## src/rtl/single_bus_datapath_if.sv

```systemverilog
// Signal bundle between the ControlUnit (master) and the single-bus datapath (slave).
//
// Strobe semantics: there is no valid/ready handshake. Every strobe is a
// level that the datapath samples on each rising clock edge. End=1 marks the
// controller as idle: the datapath ignores all in/out strobes and only the
// side-load port (LoadEn/LoadSel/LoadData) acts. End=0 means every asserted
// strobe takes effect at that edge, with no back-pressure from the datapath.
interface single_bus_datapath_if #(
  parameter int WIDTH = 8
);

  // Register load / bus-drive strobes
  logic             R1in;
  logic             R1out;
  logic             R2in;
  logic             R2out;

  // ALU operation select and operand A source
  logic             Add;
  logic             Sub;
  logic             Mul;
  logic             Div;
  logic             SelectY;

  // Y / Z strobes
  logic             Yin;
  logic             Zin;
  logic             Zout;

  // Controller idle indication and side-load port
  logic             End;
  logic             LoadEn;
  logic             LoadSel;
  logic [WIDTH-1:0] LoadData;

  // Datapath observation outputs
  logic [WIDTH-1:0] Bus;
  logic [WIDTH-1:0] R1Value;
  logic [WIDTH-1:0] R2Value;
  logic [WIDTH-1:0] ZValue;
  logic             Carry;
  logic             ZeroFlag;
  logic             DivByZero;
  logic             BusConflict;

  // Controller side: drives strobes, observes datapath state
  modport master (
    output R1in, R1out, R2in, R2out,
    output Add, Sub, Mul, Div, SelectY,
    output Yin, Zin, Zout,
    output End, LoadEn, LoadSel, LoadData,
    input  Bus, R1Value, R2Value, ZValue,
    input  Carry, ZeroFlag, DivByZero, BusConflict
  );

  // Datapath side: consumes strobes, reports state
  modport slave (
    input  R1in, R1out, R2in, R2out,
    input  Add, Sub, Mul, Div, SelectY,
    input  Yin, Zin, Zout,
    input  End, LoadEn, LoadSel, LoadData,
    output Bus, R1Value, R2Value, ZValue,
    output Carry, ZeroFlag, DivByZero, BusConflict
  );

endinterface

```

## src/rtl/single_bus_datapath.sv

```systemverilog
// Single-bus datapath: R1, R2, Y and Z share one bus driven by at most one of
// R1/R2/Z. The ALU takes A from Y (or the constant 1) and B from the bus, and
// its result plus flags are captured into Z. While the controller is idle
// (End=1) a side-load port initialises R1/R2.
module single_bus_datapath #(
  parameter int WIDTH = 8
) (
  input  logic                 Clock,
  input  logic                 Reset,
  single_bus_datapath_if.slave bus
);

  localparam logic [WIDTH-1:0] ONE      = {{(WIDTH-1){1'b0}}, 1'b1};
  localparam logic [WIDTH-1:0] ALL_ONES = {WIDTH{1'b1}};

  // Architectural state
  logic [WIDTH-1:0] r1_q, r1_d;
  logic [WIDTH-1:0] r2_q, r2_d;
  logic [WIDTH-1:0] y_q,  y_d;
  logic [WIDTH-1:0] z_q,  z_d;
  logic             carry_q,    carry_d;
  logic             zero_q,     zero_d;
  logic             dbz_q,      dbz_d;
  logic             conflict_q, conflict_d;

  // Bus arbitration
  logic             active;
  logic             drv_r1;
  logic             drv_r2;
  logic             drv_z;
  logic [1:0]       drv_count;
  logic             conflict_now;
  logic [WIDTH-1:0] bus_val;

  // ALU
  logic [WIDTH-1:0]   alu_a;
  logic [WIDTH-1:0]   alu_b;
  logic [WIDTH:0]     sum_w;
  logic [2*WIDTH-1:0] prod_w;
  logic [WIDTH-1:0]   alu_result;
  logic               alu_carry;
  logic               alu_zero;
  logic               alu_dbz;

  // Bus driver selection; out-strobes only count while the controller runs
  always_comb begin
    active       = ~bus.End;
    drv_r1       = active & bus.R1out;
    drv_r2       = active & bus.R2out;
    drv_z        = active & bus.Zout;
    drv_count    = {1'b0, drv_r1} + {1'b0, drv_r2} + {1'b0, drv_z};
    conflict_now = (drv_count > 2'd1);
    bus_val      = '0;
    if (drv_count == 2'd1) begin
      if (drv_r1) begin
        bus_val = r1_q;
      end else if (drv_r2) begin
        bus_val = r2_q;
      end else begin
        bus_val = z_q;
      end
    end
  end

  // ALU: fixed priority Add > Sub > Mul > Div, pass-through of B otherwise
  always_comb begin
    alu_a      = bus.SelectY ? y_q : ONE;
    alu_b      = bus_val;
    sum_w      = {1'b0, alu_a} + {1'b0, alu_b};
    prod_w     = {{WIDTH{1'b0}}, alu_a} * {{WIDTH{1'b0}}, alu_b};
    alu_result = alu_b;
    alu_carry  = 1'b0;
    alu_dbz    = 1'b0;
    if (bus.Add) begin
      alu_result = sum_w[WIDTH-1:0];
      alu_carry  = sum_w[WIDTH];
    end else if (bus.Sub) begin
      alu_result = alu_a - alu_b;
      alu_carry  = (alu_a < alu_b);
    end else if (bus.Mul) begin
      alu_result = prod_w[WIDTH-1:0];
      alu_carry  = |prod_w[2*WIDTH-1:WIDTH];
    end else if (bus.Div) begin
      if (alu_b == '0) begin
        alu_result = ALL_ONES;
        alu_dbz    = 1'b1;
      end else begin
        alu_result = alu_a / alu_b;
      end
    end
    alu_zero = (alu_result == '0);
  end

  // Next-state: side-load while idle, strobe-driven transfers while running
  always_comb begin
    r1_d       = r1_q;
    r2_d       = r2_q;
    y_d        = y_q;
    z_d        = z_q;
    carry_d    = carry_q;
    zero_d     = zero_q;
    dbz_d      = dbz_q;
    conflict_d = conflict_q;
    if (bus.End) begin
      if (bus.LoadEn) begin
        if (bus.LoadSel) begin
          r2_d = bus.LoadData;
        end else begin
          r1_d = bus.LoadData;
        end
      end
    end else begin
      // All in-strobes see the same bus value, so a register driving the
      // bus and loading in the same cycle simply reloads its old contents.
      if (bus.R1in) begin
        r1_d = bus_val;
      end
      if (bus.R2in) begin
        r2_d = bus_val;
      end
      if (bus.Yin) begin
        y_d = bus_val;
      end
      if (bus.Zin) begin
        z_d     = alu_result;
        carry_d = alu_carry;
        zero_d  = alu_zero;
        dbz_d   = alu_dbz;
      end
      if (conflict_now) begin
        conflict_d = 1'b1;
      end
    end
  end

  // State registers with asynchronous active-low clear
  always_ff @(posedge Clock or negedge Reset) begin
    if (!Reset) begin
      r1_q       <= '0;
      r2_q       <= '0;
      y_q        <= '0;
      z_q        <= '0;
      carry_q    <= 1'b0;
      zero_q     <= 1'b0;
      dbz_q      <= 1'b0;
      conflict_q <= 1'b0;
    end else begin
      r1_q       <= r1_d;
      r2_q       <= r2_d;
      y_q        <= y_d;
      z_q        <= z_d;
      carry_q    <= carry_d;
      zero_q     <= zero_d;
      dbz_q      <= dbz_d;
      conflict_q <= conflict_d;
    end
  end

  assign bus.Bus         = bus_val;
  assign bus.R1Value     = r1_q;
  assign bus.R2Value     = r2_q;
  assign bus.ZValue      = z_q;
  assign bus.Carry       = carry_q;
  assign bus.ZeroFlag    = zero_q;
  assign bus.DivByZero   = dbz_q;
  assign bus.BusConflict = conflict_q;

endmodule

```

## src/flat_wrapper.sv

```systemverilog
// flat-port wrapper written by rule: the top's interface ports become plain ports
module single_bus_datapath_flat 
#(
  parameter int WIDTH = 8
)
  (Clock, Reset, bus_R1in, bus_R1out, bus_R2in, bus_R2out, bus_Add, bus_Sub, bus_Mul, bus_Div, bus_SelectY, bus_Yin, bus_Zin, bus_Zout, bus_End, bus_LoadEn, bus_LoadSel, bus_LoadData, bus_Bus, bus_R1Value, bus_R2Value, bus_ZValue, bus_Carry, bus_ZeroFlag, bus_DivByZero, bus_BusConflict);
  single_bus_datapath_if #(.WIDTH(WIDTH)) bus_i ();
  input  logic Clock;
  input  logic Reset;
  input wire logic [$bits(bus_i.R1in)-1:0] bus_R1in;
  input wire logic [$bits(bus_i.R1out)-1:0] bus_R1out;
  input wire logic [$bits(bus_i.R2in)-1:0] bus_R2in;
  input wire logic [$bits(bus_i.R2out)-1:0] bus_R2out;
  input wire logic [$bits(bus_i.Add)-1:0] bus_Add;
  input wire logic [$bits(bus_i.Sub)-1:0] bus_Sub;
  input wire logic [$bits(bus_i.Mul)-1:0] bus_Mul;
  input wire logic [$bits(bus_i.Div)-1:0] bus_Div;
  input wire logic [$bits(bus_i.SelectY)-1:0] bus_SelectY;
  input wire logic [$bits(bus_i.Yin)-1:0] bus_Yin;
  input wire logic [$bits(bus_i.Zin)-1:0] bus_Zin;
  input wire logic [$bits(bus_i.Zout)-1:0] bus_Zout;
  input wire logic [$bits(bus_i.End)-1:0] bus_End;
  input wire logic [$bits(bus_i.LoadEn)-1:0] bus_LoadEn;
  input wire logic [$bits(bus_i.LoadSel)-1:0] bus_LoadSel;
  input wire logic [$bits(bus_i.LoadData)-1:0] bus_LoadData;
  output wire logic [$bits(bus_i.Bus)-1:0] bus_Bus;
  output wire logic [$bits(bus_i.R1Value)-1:0] bus_R1Value;
  output wire logic [$bits(bus_i.R2Value)-1:0] bus_R2Value;
  output wire logic [$bits(bus_i.ZValue)-1:0] bus_ZValue;
  output wire logic [$bits(bus_i.Carry)-1:0] bus_Carry;
  output wire logic [$bits(bus_i.ZeroFlag)-1:0] bus_ZeroFlag;
  output wire logic [$bits(bus_i.DivByZero)-1:0] bus_DivByZero;
  output wire logic [$bits(bus_i.BusConflict)-1:0] bus_BusConflict;
  assign bus_i.R1in = bus_R1in;
  assign bus_i.R1out = bus_R1out;
  assign bus_i.R2in = bus_R2in;
  assign bus_i.R2out = bus_R2out;
  assign bus_i.Add = bus_Add;
  assign bus_i.Sub = bus_Sub;
  assign bus_i.Mul = bus_Mul;
  assign bus_i.Div = bus_Div;
  assign bus_i.SelectY = bus_SelectY;
  assign bus_i.Yin = bus_Yin;
  assign bus_i.Zin = bus_Zin;
  assign bus_i.Zout = bus_Zout;
  assign bus_i.End = bus_End;
  assign bus_i.LoadEn = bus_LoadEn;
  assign bus_i.LoadSel = bus_LoadSel;
  assign bus_i.LoadData = bus_LoadData;
  assign bus_Bus = bus_i.Bus;
  assign bus_R1Value = bus_i.R1Value;
  assign bus_R2Value = bus_i.R2Value;
  assign bus_ZValue = bus_i.ZValue;
  assign bus_Carry = bus_i.Carry;
  assign bus_ZeroFlag = bus_i.ZeroFlag;
  assign bus_DivByZero = bus_i.DivByZero;
  assign bus_BusConflict = bus_i.BusConflict;
  single_bus_datapath #(.WIDTH(WIDTH)) u_core (.Clock(Clock), .Reset(Reset), .bus(bus_i));
endmodule
```

## config.mk

```make
export PLATFORM = sky130hd
export DESIGN_NAME = single_bus_datapath_flat
export DESIGN_NICKNAME = d
export VERILOG_FILES = /design/src/rtl/single_bus_datapath_if.sv /design/src/rtl/single_bus_datapath.sv /design/src/flat_wrapper.sv
export SDC_FILE = /design/constraint.sdc
export NUM_CORES = 1
export LEC_CHECK = 0
export ABC_AREA = 1
export BUFFER_PORTS_ARGS = -buffer_cell sky130_fd_sc_hd__buf_4
export CORE_AREA = 2 2 150 152
export DETAILED_ROUTE_END_ITERATION = 8
export DIE_AREA = 0 0 152 154
export GPL_ROUTABILITY_DRIVEN = 0
export PLACE_DENSITY_LB_ADDON = 0.15
export SYNTH_ARGS = -nofsm -noshare
export SYNTH_HDL_FRONTEND = slang
export SYNTH_SLANG_ARGS = --single-unit
```

## constraint.sdc

```tcl
create_clock -name Clock -period 12.9 [get_ports Clock]
set_clock_uncertainty 0.05 [all_clocks]
set_input_delay 2.58 -clock Clock [delete_from_list [all_inputs] [get_ports Clock]]
set_output_delay 2.58 -clock Clock [all_outputs]
set_load 0.03 [all_outputs]
```

==> metrics, run 1 <==
Synth Area in Compound Gates 13.5%; clock sinks 36; CTS Buf Count 5; Tot GR Track Use 17.6%; Port Buffers 60; wire per inst 16.3 um; kind of critical path in -> reg; core area 21700 sq um; share of cells above drive strength 1 18.3%; nets 1158; Post-Syn Nets 1076; initial antenna violation count 0; register area share after synthesis 14.0%; drt pass-1 iters 5; Synth Flop Type dfrtp_1; Final period util 94.5%; DP Cell Count 1263; CTS max path bufs 2; Root Driver clkbuf_16; Worst-Skew Late Latency 0.29 ns; cell area after layout 7870 sq um; Cell Rows 54; clk slew on worst S/H paths 0.06 ns; Worst path slowest cell fa_1; largest family of logic cells by synthesized area adder cells; CP max stage delay 0.53 ns; arrival time at the worst endpoint 12.37 ns; Synth-to-Final Area Change 22.4%; Worst Setup Start Kind primary input; Max Freq 82.0 MHz; CTS H-tree depth 2; Post-synth ARST share 100%; DRT iter0 DRCs 377; DP HPWL 16600 um; Hold Violations, Final 0; worst slew pin tran 1.08 ns; top cell type by total area after synthesis ha_1; final std cells w/o fill 1284; most frequent cell after synthesis nand2_1; number of enable flip-flop cells after synthesis 0; Slew HR 27.5%; Syn Std Cell Area 6430 sq um; Synth top area share 17.7%; Setup crit end kind flop; Synth Area per Inst 6.98 sq um; die area 23400 sq um; diodes inserted 0; Max Slew Vio Count 0; synth top area cells ha_1, dfrtp_1, nand2_1, fa_1, inv_1; adder-cell share of the synthesized area 29.8%; die span in x 152 um; max cap viols 0; fin crit period 12.19 ns; Crit Path Max Fanout 8; Hold Path Class reg -> reg; grt total ovfl 0; Yosys warnings 0; outcome completed; simple-gate share of the synthesized area 29.1%; Yosys cell types 45; routed vias/inst 4.84; cells after synthesis 921; first-pass GRT wire length 33100 um; vias 6214; hold_buf cts 0; ANT nets after route 0; mux share of post-synthesis cell area 0%; I/O pins 61; vias in the first global route 5934; final WL 21000 um; endpoints failing setup 0; # DRC 0; Initial Util 29.7%; xor/xnor cell area share of the yosys netlist 3.68%; count of state elements after synthesis 36; cell mode on critical path nand2_1; commonest cells in the netlist nand2_1, inv_1, ha_1, nor2_1, o21ai_0; area post-placement 7310 sq um; largest net degree at the start of global routing 37; die height 154 um; CTS tree built; critical path required time 13.08 ns
==> critical path: cells and delay by family <==
| kind | cells | cell delay, ns |
|---|---|---|
| compound gates | 14 | 1.83 |
| simple gates | 49 | 4.40 |
| fa+ha+maj | 9 | 2.79 |
| buf+inv | 10 | 0.78 |
==> path summary, 6_finish.rpt <==
check                                        from                endpoint  slack [ns]  depth (start not counted)
min in group asynchronous                   Reset    u_core.bus.ZValue[6]        2.21                          1
hold / removal             u_core.bus.BusConflict  u_core.bus.BusConflict        0.42                          1
hold reg to reg            u_core.bus.BusConflict  u_core.bus.BusConflict        0.42                          1
max in group asynchronous                   Reset   u_core.bus.R1Value[2]       10.24                          1
setup reg to reg            u_core.bus.R1Value[0]     u_core.bus.ZeroFlag        3.50                         75
setup / recovery                          bus_End     u_core.bus.ZeroFlag        0.71                         82
==> flip-flops by register name, summed over array words and instances, names as in the netlist <==
name / flops
u_core.bus.BusConflict: 1
u_core.bus.R2Value: 8
u_core.bus.Carry: 1
u_core.bus.DivByZero: 1
u_core.y_q: 8
u_core.bus.ZValue: 8
u_core.bus.ZeroFlag: 1
u_core.bus.R1Value: 8
==> routing by layer <==
layer  track usage [%]  vias up  wire, um
li1                  -     3145         -
met1              24.7     2928      9940
met2              29.9      125     10100
met3              1.55       16       723
met4              3.47        0       240
met5                 0        -         0
==> final cells by class <==
cell class	count	area [sq um]
Fill cell	2366	13800
Multi-Input combinational cell	721	5140
Sequential cell	36	901
Timing Repair Buffer	95	721
Inverter	144	543
Tap cell	280	350
Clock buffer	5	125
Clock inverter	3	90.1
==> placed cells by master (no fill, tap or decap), drive strengths merged <==
cell type | synthesis | layout
a211oi | 3 | 3
nand2 | 225 | 226
o221ai | 1 | 1
o21a | 4 | 4
a22oi | 2 | 2
o31ai | 6 | 6
nand4 | 12 | 12
or3 | 1 | 1
a31oi | 4 | 4
ha | 91 | 91
nand3b | 5 | 5
o211ai | 1 | 1
nand3 | 62 | 62
buf | 7 | 95
xnor2 | 10 | 10
a21o | 6 | 6
nor2 | 84 | 84
a21oi | 48 | 48
inv | 140 | 140
xor2 | 17 | 17
o21ai | 71 | 71
or2 | 5 | 5
clkinv | 4 | 4
clkbuf | 14 | 5
fa | 39 | 39
nor3 | 8 | 8
o21bai | 6 | 6
or3b | 1 | 1
nor4 | 1 | 1
nor4b | 1 | 1
and2 | 6 | 6
dfrtp | 36 | 36
bufinv | 0 | 3
==> kinds of logic after synthesis <==
kind of cell	Yosys count
AND/OR/NAND/NOR	411
buffers and inverters	165
AO/OA/AOI/OAI	152
adder cells (fa/ha/maj)	130
flip-flops	36
XOR/XNOR	27
==> repair_timing <==
item	4_1_cts	5_1_grt
endpoints found under the setup margin	0	2
buffers inserted	0	12
gates resized for setup	0	49
==> metrics by stage <==
step                      util, %  setup TNS, ns  setup WS (ns)  hold WS, ns
after floorplan                 -              0          0.289        0.403
after global placement       33.7              0         0.0622        0.415
after detailed placement     33.7         -0.139         -0.125        0.412
after CTS                    34.7              0          0.149        0.426
after global routing         36.3         -0.106         -0.106        0.439
final                        36.3              0          0.706        0.423
Power of run 1 is not shown: default switching activity piles up to over one toggle a cycle in this logic, so the estimate is an artifact.
==> run 2: changes to the inputs <==
--- a/config.mk
+++ b/config.mk
@@ -12,6 +12,7 @@
 export DIE_AREA = 0 0 152 154
 export GPL_ROUTABILITY_DRIVEN = 0
 export PLACE_DENSITY_LB_ADDON = 0.15
+export RECOVER_POWER = 50
 export SYNTH_ARGS = -nofsm -noshare
 export SYNTH_HDL_FRONTEND = slang
 export SYNTH_SLANG_ARGS = --single-unit
==> metrics, run 2 (same netlist as run 1, synthesis figures left out) <==
outcome complete, but fails checks; violated checks max-capacitance violations, max-slew violations; clock sinks 36 (unchanged); CP max stage delay 0.53 ns (about the same); CTS max path bufs 2 (unchanged); commonest non-fill, non-tap cell in the layout nand2_1; Hold Path End u_core.bus.BusConflict; Slew HR -40.8% (-68 points); Max Slew Vio Count 37 (+37); vias 6184 (-0.48%); routed vias/inst 4.82 (-0.48%); DP HPWL 16600 um (unchanged); worst r2r dst u_core.bus.ZeroFlag; Setup crit end kind flop; sequential cell area 901 sq um (unchanged); max cap viols 1 (+1); final WL 21000 um (+0.15%); Cell Rows 54 (unchanged); nets 1158 (unchanged); critical path launch point bus_End; hold_buf cts 0 (unchanged); largest net degree at the start of global routing 37 (unchanged); Initial Util 29.7% (unchanged); die area 23400 sq um (unchanged); Hold Path Depth 1 (unchanged); critical path required time 13.08 ns (about the same); Hold Violations, Final 0 (unchanged); area post-placement 7310 sq um (unchanged); die height 154 um (unchanged); DP Worst Slack -0.125 ns (unchanged); DRT iter0 DRCs 390 (+3.4%); clk slew on worst S/H paths 0.07 ns (about the same); CTS H-tree depth 2 (unchanged); setup ws final 0.725 ns (+0.0195 ns); core area 21700 sq um (unchanged); initial antenna violation count 0 (unchanged); cell mode on critical path nand2_1; kind of critical path in -> reg; area of the multi-input gates 5140 sq um (unchanged); Worst Setup Start Kind primary input; arrival time at the worst endpoint 12.35 ns (-0.02 ns); Crit Path Max Fanout 8 (unchanged); met3 wire len 614 um (-15%); launch point of the worst hold path u_core.bus.BusConflict; WL met1 10100 um (+1.5%); commonest cells after routing, fill and taps aside nand2_1, inv_1, ha_1; Worst path slowest cell fa_1; share of cells above drive strength 1 16.5% (-1.8 points); I/O pins 61 (unchanged); setup_tns 0 ns (unchanged); first-pass GRT wire length 33100 um (unchanged); Reg2Reg Setup Slack 3.51 ns (about the same); worst slew pin tran 2.11 ns (+1.03 ns); ANT nets after route 0 (unchanged); grt total ovfl 0 (unchanged); Final period util 94.4% (-0.15 points); Highest Signal Layer met4; Worst-Skew Late Latency 0.29 ns (about the same); die span in x 152 um (unchanged); CTS tree built; Filler cells 2375 (+0.38%); wire per inst 16.4 um (+0.15%); RR Startpoint u_core.bus.R1Value[0]; fin crit period 12.17 ns (-0.0195 ns); Max Freq 82.1 MHz (+0.16%); endpoints failing setup 0 (unchanged); Tot GR Track Use 17.6% (unchanged); # DRC 0 (unchanged); drt pass-1 iters 4 (-1); Reg2Reg Depth 75 (unchanged); vias in the first global route 5934 (unchanged); DR WL met2 10100 um (+0.18%); Root Driver clkbuf_16; cell area after layout 7800 sq um (-0.86%); Hold Path Class reg -> reg; diodes inserted 0 (unchanged); Synth-to-Final Area Change 21.3%; Layout Utilization 36.0% (-0.31 points); CTS Buf Count 5 (unchanged); Port Buffers 60 (unchanged)
==> run 2: repair_timing <==
action / CTS / global route
gates resized for setup: 0 / 49
setup endpoints to repair: 0 / 2
buffers inserted: 0 / 12
==> run 2: through the flow <==
stage	hold slack, ns	std cells
after detailed placement	0.412	1263
after floorplan	0.403	921
after global routing	0.437	1284
after CTS	0.426	1271
after global placement	0.415	1263
final	0.422	1284
==> run 2: cell type report <==
cell class / count / share of cell area (%)
Clock inverter: 3 / 1.15
Inverter: 144 / 6.96
Clock buffer: 5 / 1.60
Sequential cell: 36 / 11.5
Timing Repair Buffer: 95 / 8.37
Multi-Input combinational cell: 721 / 65.9
Tap cell: 280 / 4.49
==> run 2: how the worst max path moves through the flow <==
stage	end	cells past startpoint
2_1_floorplan	u_core.bus.ZeroFlag	80
3_3_place_gp	u_core.bus.ZeroFlag	81
3_5_place_dp	u_core.bus.ZeroFlag	81
4_1_cts	u_core.bus.ZeroFlag	81
5_1_grt	u_core.bus.ZeroFlag	82
6_report	u_core.bus.ZeroFlag	82
==> run 2: critical path: cells and delay by family <==
kind	cells	cell delay, ns
AO/OA/AOI/OAI	14	1.82
buffers and inverters	10	0.78
AND/OR/NAND/NOR	49	4.39
adder cells (fa/ha/maj)	9	2.79
==> run 2: metal layers <==
| metal | vias up | track usage (%) |
|---|---|---|
| li1 | 3149 | - |
| met1 | 2908 | 24.7 |
| met2 | 113 | 29.9 |
| met3 | 14 | 1.55 |
| met4 | 0 | 3.47 |
| met5 | - | 0 |
Power of run 2 is left out for the same reason.
